File: config.mk
export PLATFORM = sky130hd
export DESIGN_NAME = serial_loader_flat
export DESIGN_NICKNAME = d
export VERILOG_FILES = /design/src/rtl/serial_loader_if.sv /design/src/rtl/serial_loader.sv /design/src/flat_wrapper.sv
export SDC_FILE = /design/constraint.sdc
export NUM_CORES = 1
export LEC_CHECK = 0
export CAP_MARGIN = 20
export CORE_MARGIN = 2
export CORE_UTILIZATION = 55
export CTS_BUF_LIST = sky130_fd_sc_hd__clkbuf_8 sky130_fd_sc_hd__clkbuf_16
export CTS_CLUSTER_DIAMETER = 60
export DETAILED_ROUTE_END_ITERATION = 10
export DONT_BUFFER_PORTS = 1
export PLACE_DENSITY_LB_ADDON = 0.12
export REMOVE_ABC_BUFFERS = 1
export SLEW_MARGIN = 5
export SYNTH_ARGS = -nofsm -noshare
export SYNTH_HDL_FRONTEND = slang
export SYNTH_SLANG_ARGS = --single-unit
File: constraint.sdc
create_clock -name clk -period 1.45 [get_ports clk]
set_input_delay 0.435 -clock clk [delete_from_list [all_inputs] [get_ports clk]]
set_output_delay 0.435 -clock clk [all_outputs]
set_load 0.1 [all_outputs]
File: src/rtl/serial_loader_if.sv
// rtl/serial_loader_if.sv - mode/serial-data inputs and program-memory write port of serial_loader
interface serial_loader_if #(
    parameter int WORD_W = 8,
    parameter int DEPTH  = 16
);
    localparam int ADDR_W = (DEPTH > 1) ? $clog2(DEPTH) : 1;

    logic [1:0]        mode_in;
    logic              mosi_in;
    logic              mem_we;
    logic [ADDR_W-1:0] mem_addr;
    logic [WORD_W-1:0] mem_wdata;
    logic              done_out;
    logic              run_en;
    logic              err_out;

    modport slave (
        input  mode_in, mosi_in,
        output mem_we, mem_addr, mem_wdata, done_out, run_en, err_out
    );

    modport master (
        output mode_in, mosi_in,
        input  mem_we, mem_addr, mem_wdata, done_out, run_en, err_out
    );
endinterface

File: src/rtl/serial_loader.sv
// rtl/serial_loader.sv - serial program-image loader (MSB-first frames into program memory)
// Define LOADER_PARITY_EN to append an even-parity bit to every frame.
module serial_loader #(
    parameter int WORD_W = 8,
    parameter int DEPTH  = 16
) (
    input  logic           clk,
    input  logic           rst,
    serial_loader_if.slave bus
);
    localparam int ADDR_W = (DEPTH > 1) ? $clog2(DEPTH) : 1;
`ifdef LOADER_PARITY_EN
    localparam int FRAME_W = WORD_W + 1;
`else
    localparam int FRAME_W = WORD_W;
`endif
    localparam int CNT_W = (FRAME_W > 1) ? $clog2(FRAME_W) : 1;

    typedef enum logic [1:0] {S_IDLE, S_LOAD, S_DONE} state_t;

    state_t            state_q, state_d;
    logic [CNT_W-1:0]  bit_cnt_q, bit_cnt_d;
    logic [ADDR_W-1:0] addr_q, addr_d;
    logic [WORD_W-1:0] shift_q, shift_d;
    logic              we_q, we_d;
    logic [ADDR_W-1:0] maddr_q, maddr_d;
    logic [WORD_W-1:0] wdata_q, wdata_d;
    logic              done_q, done_d;
    logic              run_q, run_d;
    logic              err_q, err_d;

    logic [WORD_W-1:0] frame_word;
    logic              frame_ok;
    logic              load_req, run_req, last_bit;

    // With parity the data bits are already shifted in when the parity bit arrives.
`ifdef LOADER_PARITY_EN
    assign frame_word = shift_q;
    assign frame_ok   = ~(^{shift_q, bus.mosi_in});
`else
    assign frame_word = {shift_q[WORD_W-2:0], bus.mosi_in};
    assign frame_ok   = 1'b1;
`endif

    assign load_req = (bus.mode_in == 2'b01);
    assign run_req  = (bus.mode_in == 2'b10);
    assign last_bit = (bit_cnt_q == CNT_W'(FRAME_W - 1));

    always_comb begin
        state_d   = state_q;
        bit_cnt_d = bit_cnt_q;
        addr_d    = addr_q;
        shift_d   = shift_q;
        we_d      = 1'b0;
        maddr_d   = maddr_q;
        wdata_d   = wdata_q;
        done_d    = done_q;
        run_d     = 1'b0;
        err_d     = err_q;

        case (state_q)
            S_IDLE, S_DONE: begin
                if (load_req) begin
                    state_d   = S_LOAD;
                    bit_cnt_d = '0;
                    addr_d    = '0;
                    shift_d   = '0;
                    err_d     = 1'b0;
                    done_d    = 1'b0;
                end else if (state_q == S_DONE && run_req) begin
                    run_d = 1'b1;
                end
            end
            S_LOAD: begin
                if (!load_req) begin
                    // Abandon the partial frame; nothing reaches memory.
                    state_d   = S_IDLE;
                    bit_cnt_d = '0;
                    shift_d   = '0;
                    done_d    = 1'b0;
                end else if (!last_bit) begin
                    bit_cnt_d = bit_cnt_q + CNT_W'(1);
                    shift_d   = {shift_q[WORD_W-2:0], bus.mosi_in};
                end else begin
                    bit_cnt_d = '0;
                    shift_d   = '0;
                    if (frame_ok) begin
                        we_d    = 1'b1;
                        wdata_d = frame_word;
                        maddr_d = addr_q;
                        if (addr_q == ADDR_W'(DEPTH - 1)) begin
                            state_d = S_DONE;
                            done_d  = 1'b1;
                        end else begin
                            addr_d = addr_q + ADDR_W'(1);
                        end
                    end else begin
                        err_d = 1'b1;
                    end
                end
            end
            default: state_d = S_IDLE;
        endcase
    end

    always_ff @(posedge clk or posedge rst) begin
        if (rst) begin
            state_q   <= S_IDLE;
            bit_cnt_q <= '0;
            addr_q    <= '0;
            shift_q   <= '0;
            we_q      <= 1'b0;
            maddr_q   <= '0;
            wdata_q   <= '0;
            done_q    <= 1'b0;
            run_q     <= 1'b0;
            err_q     <= 1'b0;
        end else begin
            state_q   <= state_d;
            bit_cnt_q <= bit_cnt_d;
            addr_q    <= addr_d;
            shift_q   <= shift_d;
            we_q      <= we_d;
            maddr_q   <= maddr_d;
            wdata_q   <= wdata_d;
            done_q    <= done_d;
            run_q     <= run_d;
            err_q     <= err_d;
        end
    end

    assign bus.mem_we    = we_q;
    assign bus.mem_addr  = maddr_q;
    assign bus.mem_wdata = wdata_q;
    assign bus.done_out  = done_q;
    assign bus.run_en    = run_q;
    assign bus.err_out   = err_q;
endmodule
File: src/flat_wrapper.sv
// flat-port wrapper written by rule: the top's interface ports become plain ports
module serial_loader_flat 
#(
    parameter int WORD_W = 8,
    parameter int DEPTH  = 16
)
  (clk, rst, bus_mode_in, bus_mosi_in, bus_mem_we, bus_mem_addr, bus_mem_wdata, bus_done_out, bus_run_en, bus_err_out);
  serial_loader_if #(.WORD_W(WORD_W), .DEPTH(DEPTH)) bus_i ();
  input  logic clk;
  input  logic rst;
  input wire logic [$bits(bus_i.mode_in)-1:0] bus_mode_in;
  input wire logic [$bits(bus_i.mosi_in)-1:0] bus_mosi_in;
  output wire logic [$bits(bus_i.mem_we)-1:0] bus_mem_we;
  output wire logic [$bits(bus_i.mem_addr)-1:0] bus_mem_addr;
  output wire logic [$bits(bus_i.mem_wdata)-1:0] bus_mem_wdata;
  output wire logic [$bits(bus_i.done_out)-1:0] bus_done_out;
  output wire logic [$bits(bus_i.run_en)-1:0] bus_run_en;
  output wire logic [$bits(bus_i.err_out)-1:0] bus_err_out;
  assign bus_i.mode_in = bus_mode_in;
  assign bus_i.mosi_in = bus_mosi_in;
  assign bus_mem_we = bus_i.mem_we;
  assign bus_mem_addr = bus_i.mem_addr;
  assign bus_mem_wdata = bus_i.mem_wdata;
  assign bus_done_out = bus_i.done_out;
  assign bus_run_en = bus_i.run_en;
  assign bus_err_out = bus_i.err_out;
  serial_loader #(.WORD_W(WORD_W), .DEPTH(DEPTH)) u_core (.clk(clk), .rst(rst), .bus(bus_i));
endmodule
==> run_results.csv, run 1 <==
group,metric,value,unit
setup_path,cp.required,1.65,ns
synth,synth.area.top_cells,"dfrtp_1 50%, mux2_4 9.7%, nand2_1 5.6%",
grt,grt_overflow,0,
cells_and_area,fin_nets,176,
power,vdd_ir_drop_max,973,uV
sta,fin_tns_setup,-0.0238,ns
cells_and_area,drive_gt1_share,37.7,%
setup_path,rr_startpoint,"u_core.bit_cnt_q[0]",
sta,rsz0062_at_grt,"yes",
synth,yosysTopAreaCell,"dfrtp_1",
setup_path,critPathSlowestCell,"dfrtp_1",
routing,drc_errors,0,
clock_network,cts_buffers,5,
clock_network,cts.sinks,31,
sta,fin_skew,0.00330,ns
synth,yosys_warnings,0,
synth,synth_top_family_by_area,"simple AND/OR/NAND/NOR gates",
synth,netlist_instances,138,
grt,grt_max_degree,32,
die,start_util,57.3,%
power,p_comb_share,12.6,%
clock_network,clkLatencyLatePin,0.29,ns
sta,min_period,1.46,ns
cells_and_area,area_growth_syn_to_layout,31.7,%
die,io_pins,21,
power,clkPwrFrac,36.7,%
synth,yosys.cell_types.count,37,
setup_path,worstSetupPathType,"reg2reg",
die,die_w,57.1,um
clock_network,clk_pin_slew,0.06,ns
setup_path,crit_path_max_fanout,7,
outcome,violations,"negative setup slack",
setup_path,cp_slowest_stage_delay,0.42,ns
cells_and_area,final_cell_mix,"31 x dfrtp_1, 20 x nand2_1, 20 x buf_4",
sta,layout_setup_ws,-0.0122,ns
grt,grt_pass1_wl,5350,um
die,design.core.area,2710,um^2
power,switching_share,26.4,%
die,std_cell_rows,19,
power,p_leak,0.934,nW
synth,syn_avg_cell_area,11.3,um^2
synth,synth_area,1550,um^2
clock_network,htree_levels,2,
routing,drt-initial-drc-count,21,
power,power.total,1.87,mW
cells_and_area,antennaDiodeCount,0,
cells_and_area,fill_cells,186,
setup_path,crit_path_frequent_cell,"ha_4",
die,die-area,3260,um^2
cells_and_area,final_common_cell,"dfrtp_1",
die,die_y,57.1,um
grt,global_route.usage.total,22.5,%
cells_and_area,multi_input_area,782,um^2
clock_network,cts_tree,"built",
grt,grt_pass1_vias,1116,
synth,synth_top_area_share,50.0,%
hold_path,worstHoldPathType,"in2async",
setup_path,crit_chain,"ha_4 > ha_4 > nor4b_4 > buf_6 > nand2_2 > a31oi_1",
synth,synthAdderAreaFrac,3.22,%
setup_path,endpoint_kind,"flip-flop",
power,p_seq_share,50.7,%
power,power_density,916,nW/um^2
routing,antenna_left,0,
setup_path,startpoint_type,"flip-flop",
grt,antenna_found_initial,0,
routing,detail_route.vias_per_cell,5.70,
setup_path,arrival,1.67,ns
cells_and_area,seqCellArea,776,um^2
placement,placement.cell_area,1870,um^2
cells_and_area,design_area,2040,um^2
outcome,status,"finished, violations left",
setup_path,startpoint,"u_core.bit_cnt_q[0]",
synth,synth_edf_count,0,
routing,wl,3160,um
placement,routabilityCongestion,0.865,
sta,hold_ws,0.104,ns
routing,drt-pass1-iter-count,4,
routing,wire_per_inst,15.9,um
synth,yosysSeqAreaShare,50.0,%
sta,setup_violations,3,
clock_network,clockRootBuffer,"clkbuf_8",
sta,drv_slew,0,
synth,synth_xor_area_share,0,%
synth,synth-compound-area-share,12.7,%
placement,preCtsSetupSlack,-0.160,ns
synth,yosys.area_share.simple,16.4,%
placement,dp_hpwl,2130,um
synth,synth.ff_latch_count,31,
sta,period_share,101,%
sta,clock.fmax,0.684,GHz
setup_path,reg2reg_depth,6,
power,internal_power,1.38,mW
synth,synthMuxAreaShare,13.1,%
clock_network,clockBufferDepth,2,
routing,vias,1128,
synth,yosys_most_used_dff,"dfrtp_1",
placement,port_buffers,0,
sta,hold_viol_final,0,
synth,ys_async_sr_fraction,100,%
job,drv_cap,0,
power,switching_power,0.495,mW
worst max-delay path, delay by kind of cell (launching register included):
| family | cells | cell delay (ns) |
|---|---|---|
| AOI/OAI and AO/OA | 1 | 0.17 |
| and+or+nand+nor | 2 | 0.26 |
| buffers and inverters | 1 | 0.16 |
| adders and majority gates | 2 | 0.37 |
| DFF | 1 | 0.42 |
stage by stage:
step           cells  util (%)
4_1_cts          198      74.4
5_1_grt          198      75.4
3_5_place_dp     190      68.9
6_report         198      75.4
3_3_place_gp     190      68.9
2_1_floorplan    129         -
final cells by class:
cell class / count / area share, %
clock buffers: 6 / 4.04
clock inverters: 1 / 0.245
inverters: 2 / 0.367
multi-input cells: 96 / 38.2
flip-flops and latches: 31 / 37.9
well taps: 31 / 1.90
repair buffers: 31 / 17.3
synth_stat cells, types with 2 or more instances:
library cell   n
buf_6          3
a31oi_1       11
nor2b_1        2
a21oi_1       10
nand2b_1       3
mux2_2         2
o31ai_1        2
mux2i_1        3
and2_1         3
mux2_4        10
dfrtp_1       31
inv_1          2
nor2_1         2
o211ai_1       2
nand2_1       23
buf_2          2
clkbuf_1       2
nand3_1        3
ha_1           4
power groups by stage:
stage          registers, mW  clock network [mW]  logic, mW
2_1_floorplan          0.991                   0      0.105
3_3_place_gp           0.957                   0      0.219
3_5_place_dp           0.959                   0      0.224
4_1_cts                0.945               0.705      0.229
5_1_grt                0.955               0.741      0.260
6_report               0.949               0.688      0.235
cells by family after synthesis:
kind of cell	Yosys count
simple gates	45
compound gates	31
flops	31
mux	15
buf+inv	11
fa+ha+maj	4
other cells	1
what timing repair did:
action,4_1_cts,5_1_grt
endpoints found under the setup margin,23,12
resized for setup,8,8
hold buffers,0,0
setup buffers,1,0
cloned,0,0
pin swaps,6,10
sequential cells by signal, summed over array words and instances (netlist names):
signal,flops
u_core.bus.mem_we,1
u_core.bus.done_out,1
u_core.bus.run_en,1
u_core.shift_q,7
u_core.bit_cnt_q,3
u_core.bus.mem_wdata,8
u_core.addr_q,4
u_core.state_q,2
u_core.bus.mem_addr,4
per-layer routing:
| metal | part of all wire [%] | vias up | track usage [%] | wire length (um) |
|---|---|---|---|---|
| met4 | 3.1 | 0 | 13.0 | 99 |
| met3 | 4.2 | 10 | 7.71 | 133 |
| met5 | 0 | - | 0 | 0 |
| li1 | - | 549 | - | - |
| met2 | 52 | 24 | 36.5 | 1640 |
| met1 | 41 | 545 | 25.8 | 1280 |
worst paths after layout:
kind                                      endpoint  slack, ns
setup / recovery                 u_core.shift_q[1]      -0.01
hold / removal                    u_core.addr_q[3]       0.10
setup reg to reg                 u_core.shift_q[1]      -0.01
hold reg to reg            u_core.bus.mem_wdata[7]       0.56
max in group asynchronous  u_core.bus.mem_wdata[6]       1.07
min in group clk                 u_core.bus.run_en       0.21
Power figures use the tool's default switching activity.
==> inputs of run 2 (changes only) <==
--- a/config.mk
+++ b/config.mk
@@ -18,3 +18,4 @@
 export SYNTH_ARGS = -nofsm -noshare
 export SYNTH_HDL_FRONTEND = slang
 export SYNTH_SLANG_ARGS = --single-unit
+export TNS_END_PERCENT = 20
==> run_results.csv, run 2 (synthesized netlist as in run 1, its figures left out) <==
group,metric,value,unit
outcome,status,"finished, violations left",
outcome,violations,"negative setup slack",
clock_network,htree_levels,2,
placement,routabilityCongestion,0.865,
routing,antenna_left,0,
hold_path,worstHoldPathType,"in2async",
setup_path,endpoint_kind,"flip-flop",
cells_and_area,fin_nets,176,
cells_and_area,largest_reg_flops,8,
sta,setup_violations,4,
cells_and_area,post-route-util,75.2,%
sta,fin_skew,0.00302,ns
setup_path,arrival,1.69,ns
job,drv_cap,0,
clock_network,cts_buffers,5,
sta,clock.fmax,0.682,GHz
setup_path,startpoint_type,"flip-flop",
die,die-area,3260,um^2
setup_path,worstSetupPathType,"reg2reg",
placement,port_buffers,0,
sta,min_period,1.47,ns
clock_network,cts_hold_buf,0,
routing,wire_per_inst,15.8,um
clock_network,cts.sinks,31,
die,io_pins,21,
cells_and_area,final_common_cell,"dfrtp_1",
clock_network,clk_pin_slew,0.06,ns
die,std_cell_rows,19,
cells_and_area,multi_input_area,779,um^2
sta,period_share,101,%
cells_and_area,final_cells,198,
placement,dp_hpwl,2130,um
setup_path,cp.required,1.67,ns
cells_and_area,area_growth_syn_to_layout,31.3,%
grt,grt_pass1_wl,5350,um
power,power.total,1.87,mW
clock_network,cts_tree,"built",
sta,hold_viol_final,0,
cells_and_area,drive_gt1_share,37.1,%
sta,rsz0062_at_grt,"yes",
clock_network,clockRootBuffer,"clkbuf_8",
die,die_w,57.1,um
cells_and_area,fill_cells,187,
die,start_util,57.3,%
routing,detail_route.vias_per_cell,5.72,
cells_and_area,antennaDiodeCount,0,
placement,placedCellCount,190,
grt,grt_max_degree,32,
clock_network,clockBufferDepth,2,
power,p_leak,0.935,nW
sta,drv_slew,0,
clock_network,clkLatencyLatePin,0.29,ns
grt,grt_overflow,0,
die,die_y,57.1,um
routing,vias,1133,
routing,drt-pass1-iter-count,4,
cells_and_area,final_cell_mix,"31 x dfrtp_1, 21 x buf_4, 20 x nand2_1",
power,power_density,918,nW/um^2
cells_and_area,seqCellArea,776,um^2
sta,layout_setup_ws,-0.0165,ns
grt,global_route.usage.total,22.5,%
routing,wl,3120,um
grt,grt_pass1_vias,1116,
setup_path,crit_path_max_fanout,5,
die,design.core.area,2710,um^2
power,vdd_ir_drop_max,969,uV
grt,antenna_found_initial,0,
routing,drc_errors,0,
placement,preCtsSetupSlack,-0.160,ns
routing,drt-initial-drc-count,28,
sta,fin_tns_setup,-0.0430,ns
run 2: changes by cell type in the layout (fill, tap and decap cells not counted):
| cell | change |
|---|---|
| buf_4 | +1 |
| buf_6 | -1 |
| ha_1 | +1 |
| ha_2 | -1 |
run 2: timing repair:
| action | 4_1_cts | 5_1_grt |
|---|---|---|
| resized for setup | 8 | 6 |
| endpoints found under the setup margin | 23 | 12 |
| buffers inserted | 1 | 0 |
| pin swaps | 5 | 8 |
| endpoints found under the hold margin | 0 | 0 |
run 2: stage by stage:
step                cell area, um^2  hold slack (ns)
CTS                            2020            0.114
detailed placement             1870            0.426
floorplan                      1490            0.504
global placement               1870            0.430
finish                         2040            0.108
global route                   2040            0.132
run 2: layout make-up:
cell class              count  share of cell area [%]
clock inverters             1                   0.246
well taps                  31                    1.90
flip-flops and latches     31                    38.1
repair buffers             31                    17.1
inverters                   2                   0.368
multi-input cells          96                    38.2
clock buffers               6                    4.05
run 2: path summary, 6_finish.rpt:
path,start,endpoint,slack (ns),cells after the start
worst min-delay path,rst,u_core.addr_q[3],0.11,2
worst max register to register,u_core.bit_cnt_q[0],u_core.addr_q[0],-0.02,5
worst min register to register,u_core.shift_q[6],u_core.bus.mem_wdata[7],0.56,1
worst max-delay path,u_core.bit_cnt_q[0],u_core.addr_q[0],-0.02,5
max in group asynchronous,rst,u_core.bus.mem_wdata[6],1.06,2
min in group clk,bus_mode_in[0],u_core.bus.run_en,0.21,1
run 2: per-layer routing:
layer  GRT usage [%]  wire (um)  share of wire [%]
met4            13.0         99                3.2
met3            7.71        134                4.3
met2            36.5       1610                 52
met1            25.8       1280                 41
met5               0          0                  0
run 2: power by group:
part	switching (mW)	total, mW	internal [mW]
clock	0.317	0.689	0.372
combinational	0.136	0.234	0.0973
sequential	0.0403	0.948	0.908
run 2: worst max-delay path, stage by stage (launching register included):
cell and delay (ns):
dfrtp_1 0.40, ha_4 0.18, ha_4 0.19, nand2b_4 0.07
or4_1 0.46, nand3_1 0.09
==> inputs of run 3 (changes only) <==
--- a/config.mk
+++ b/config.mk
@@ -6,8 +6,8 @@
 export NUM_CORES = 1
 export LEC_CHECK = 0
 export CAP_MARGIN = 20
-export CORE_MARGIN = 2
-export CORE_UTILIZATION = 55
+export CORE_MARGIN = 4
+export CORE_UTILIZATION = 50
 export CTS_BUF_LIST = sky130_fd_sc_hd__clkbuf_8 sky130_fd_sc_hd__clkbuf_16
 export CTS_CLUSTER_DIAMETER = 60
 export DETAILED_ROUTE_END_ITERATION = 10
==> run_results.csv, run 3 (synthesized netlist as in run 1, its figures left out) <==
group,metric,value,unit
grt,grt_overflow,0,
clock_network,clockRootBuffer,"clkbuf_8",
sta,min_period,1.46,ns
clock_network,cts.sinks,31,
setup_path,rr_startpoint,"u_core.bit_cnt_q[1]",
clock_network,cts_buffers,5,
sta,layout_setup_ws,-0.00773,ns
setup_path,startpoint_type,"flip-flop",
die,std_cell_rows,19,
cells_and_area,area_growth_syn_to_layout,33.1,%
job,drv_cap,0,
routing,wire_per_inst,17.7,um
cells_and_area,final_common_cell,"dfrtp_1",
cells_and_area,drive_gt1_share,37.9,%
die,die_y,63.7,um
die,die-area,4060,um^2
clock_network,cts_hold_buf,0,
routing,drt-pass1-iter-count,4,
setup_path,endpoint_kind,"flip-flop",
setup_path,worstSetupPathType,"reg2reg",
routing,antenna_left,0,
clock_network,cts_tree,"built",
die,start_util,54.4,%
die,io_pins,21,
cells_and_area,final_cell_mix,"31 x dfrtp_1, 21 x nand2_1, 21 x buf_4, 11 x a31oi_1",
routing,detail_route.vias_per_cell,5.95,
outcome,status,"finished, violations left",
sta,setup_violations,1,
grt,global_route.usage.total,19.6,%
routing,vias,1189,
setup_path,arrival,1.66,ns
cells_and_area,largest_reg_flops,8,
cells_and_area,fin_nets,177,
sta,rsz0062_at_grt,"yes",
setup_path,crit_path_max_fanout,7,
die,design.core.area,2850,um^2
sta,fin_skew,0.00500,ns
power,p_leak,0.979,nW
placement,port_buffers,0,
sta,hold_viol_final,0,
routing,drc_errors,0,
sta,drv_slew,0,
power,vdd_ir_drop_max,784,uV
placement,routabilityCongestion,0.920,
sta,clock.fmax,0.686,GHz
cells_and_area,antennaDiodeCount,0,
sta,period_share,101,%
die,die_w,63.7,um
grt,grt_pass1_vias,1268,
placement,dp_hpwl,2270,um
cells_and_area,fill_cells,199,
clock_network,clockBufferDepth,2,
setup_path,cp.required,1.65,ns
grt,antenna_found_initial,0,
cells_and_area,post-route-util,72.5,%
routing,wl,3550,um
clock_network,clkLatencyLatePin,0.29,ns
power,power.total,2.08,mW
outcome,violations,"negative setup slack",
grt,grt_max_degree,32,
setup_path,startpoint,"u_core.bit_cnt_q[1]",
grt,grt_pass1_wl,6060,um
routing,drt-initial-drc-count,35,
power,power_density,1010,nW/um^2
clock_network,clk_pin_slew,0.07,ns
hold_path,worstHoldPathType,"in2async",
clock_network,htree_levels,2,
==> run 3: per-layer routing <==
metal	track usage, %	wire [um]	vias up	share of wire, %
met5	0	0	-	0
met4	11.9	92	0	2.6
met3	6.04	240	10	6.8
met1	22.4	1420	581	40
li1	-	-	553	-
met2	32.2	1800	45	51
==> run 3: cell type report <==
type / count / area (um^2) / area share [%]
Tap cell: 31 / 38.8 / 1.88
Sequential cell: 31 / 776 / 37.5
Inverter: 2 / 7.51 / 0.363
Clock buffer: 6 / 82.6 / 4.00
Clock inverter: 2 / 35.0 / 1.69
Multi-Input combinational cell: 97 / 778 / 37.7
Timing Repair Buffer: 31 / 349 / 16.9
==> run 3: final timing paths <==
check / endpoint / slack, ns / cells past startpoint
min in group clk: u_core.bus.run_en / 0.21 / 1
max in group asynchronous: u_core.bit_cnt_q[0] / 1.05 / 2
worst max-delay path: u_core.shift_q[2] / -0.008 / 6
worst min-delay path: u_core.bus.mem_wdata[3] / 0.11 / 2
worst max register to register: u_core.shift_q[2] / -0.008 / 6
worst min register to register: u_core.bus.mem_wdata[7] / 0.54 / 1
==> run 3: repair_timing <==
action | in CTS | in global routing
cloned | 1 | 0
pin swaps | 5 | 7
buffers inserted | 1 | 0
endpoints found under the hold margin | 0 | 0
resized for setup | 9 | 5
setup endpoints to repair | 23 | 17
==> run 3: stage by stage <==
stage / worst slack, ns / TNS [ns] / instances / area (um^2) / hold WS, ns
after detailed placement: -0.171 / -2.09 / 190 / 1870 / 0.427
final: -0.00773 / -0.00773 / 200 / 2070 / 0.108
after floorplan: -0.248 / -3.09 / 129 / 1490 / 0.504
after global routing: -0.0791 / -0.551 / 200 / 2070 / 0.144
after global placement: -0.116 / -1.15 / 190 / 1870 / 0.427
after CTS: -0.0431 / -0.206 / 200 / 2050 / 0.112
==> run 3: worst max-delay path, cell delays in order, from the launching register on <==
cell and delay [ns]:
dfrtp_1 0.41, ha_4 0.19, ha_4 0.16, nor4b_4 0.22
buf_6 0.16, nand2_2 0.04, a31oi_1 0.18
==> run 3: where the power goes <==
| part | internal (mW) | leakage (nW) | switching [mW] |
|---|---|---|---|
| registers | 0.907 | 0.417 | 0.0416 |
| clock network | 0.556 | 0.0612 | 0.336 |
| logic | 0.0971 | 0.501 | 0.140 |
| total | 1.56 | 0.979 | 0.518 |
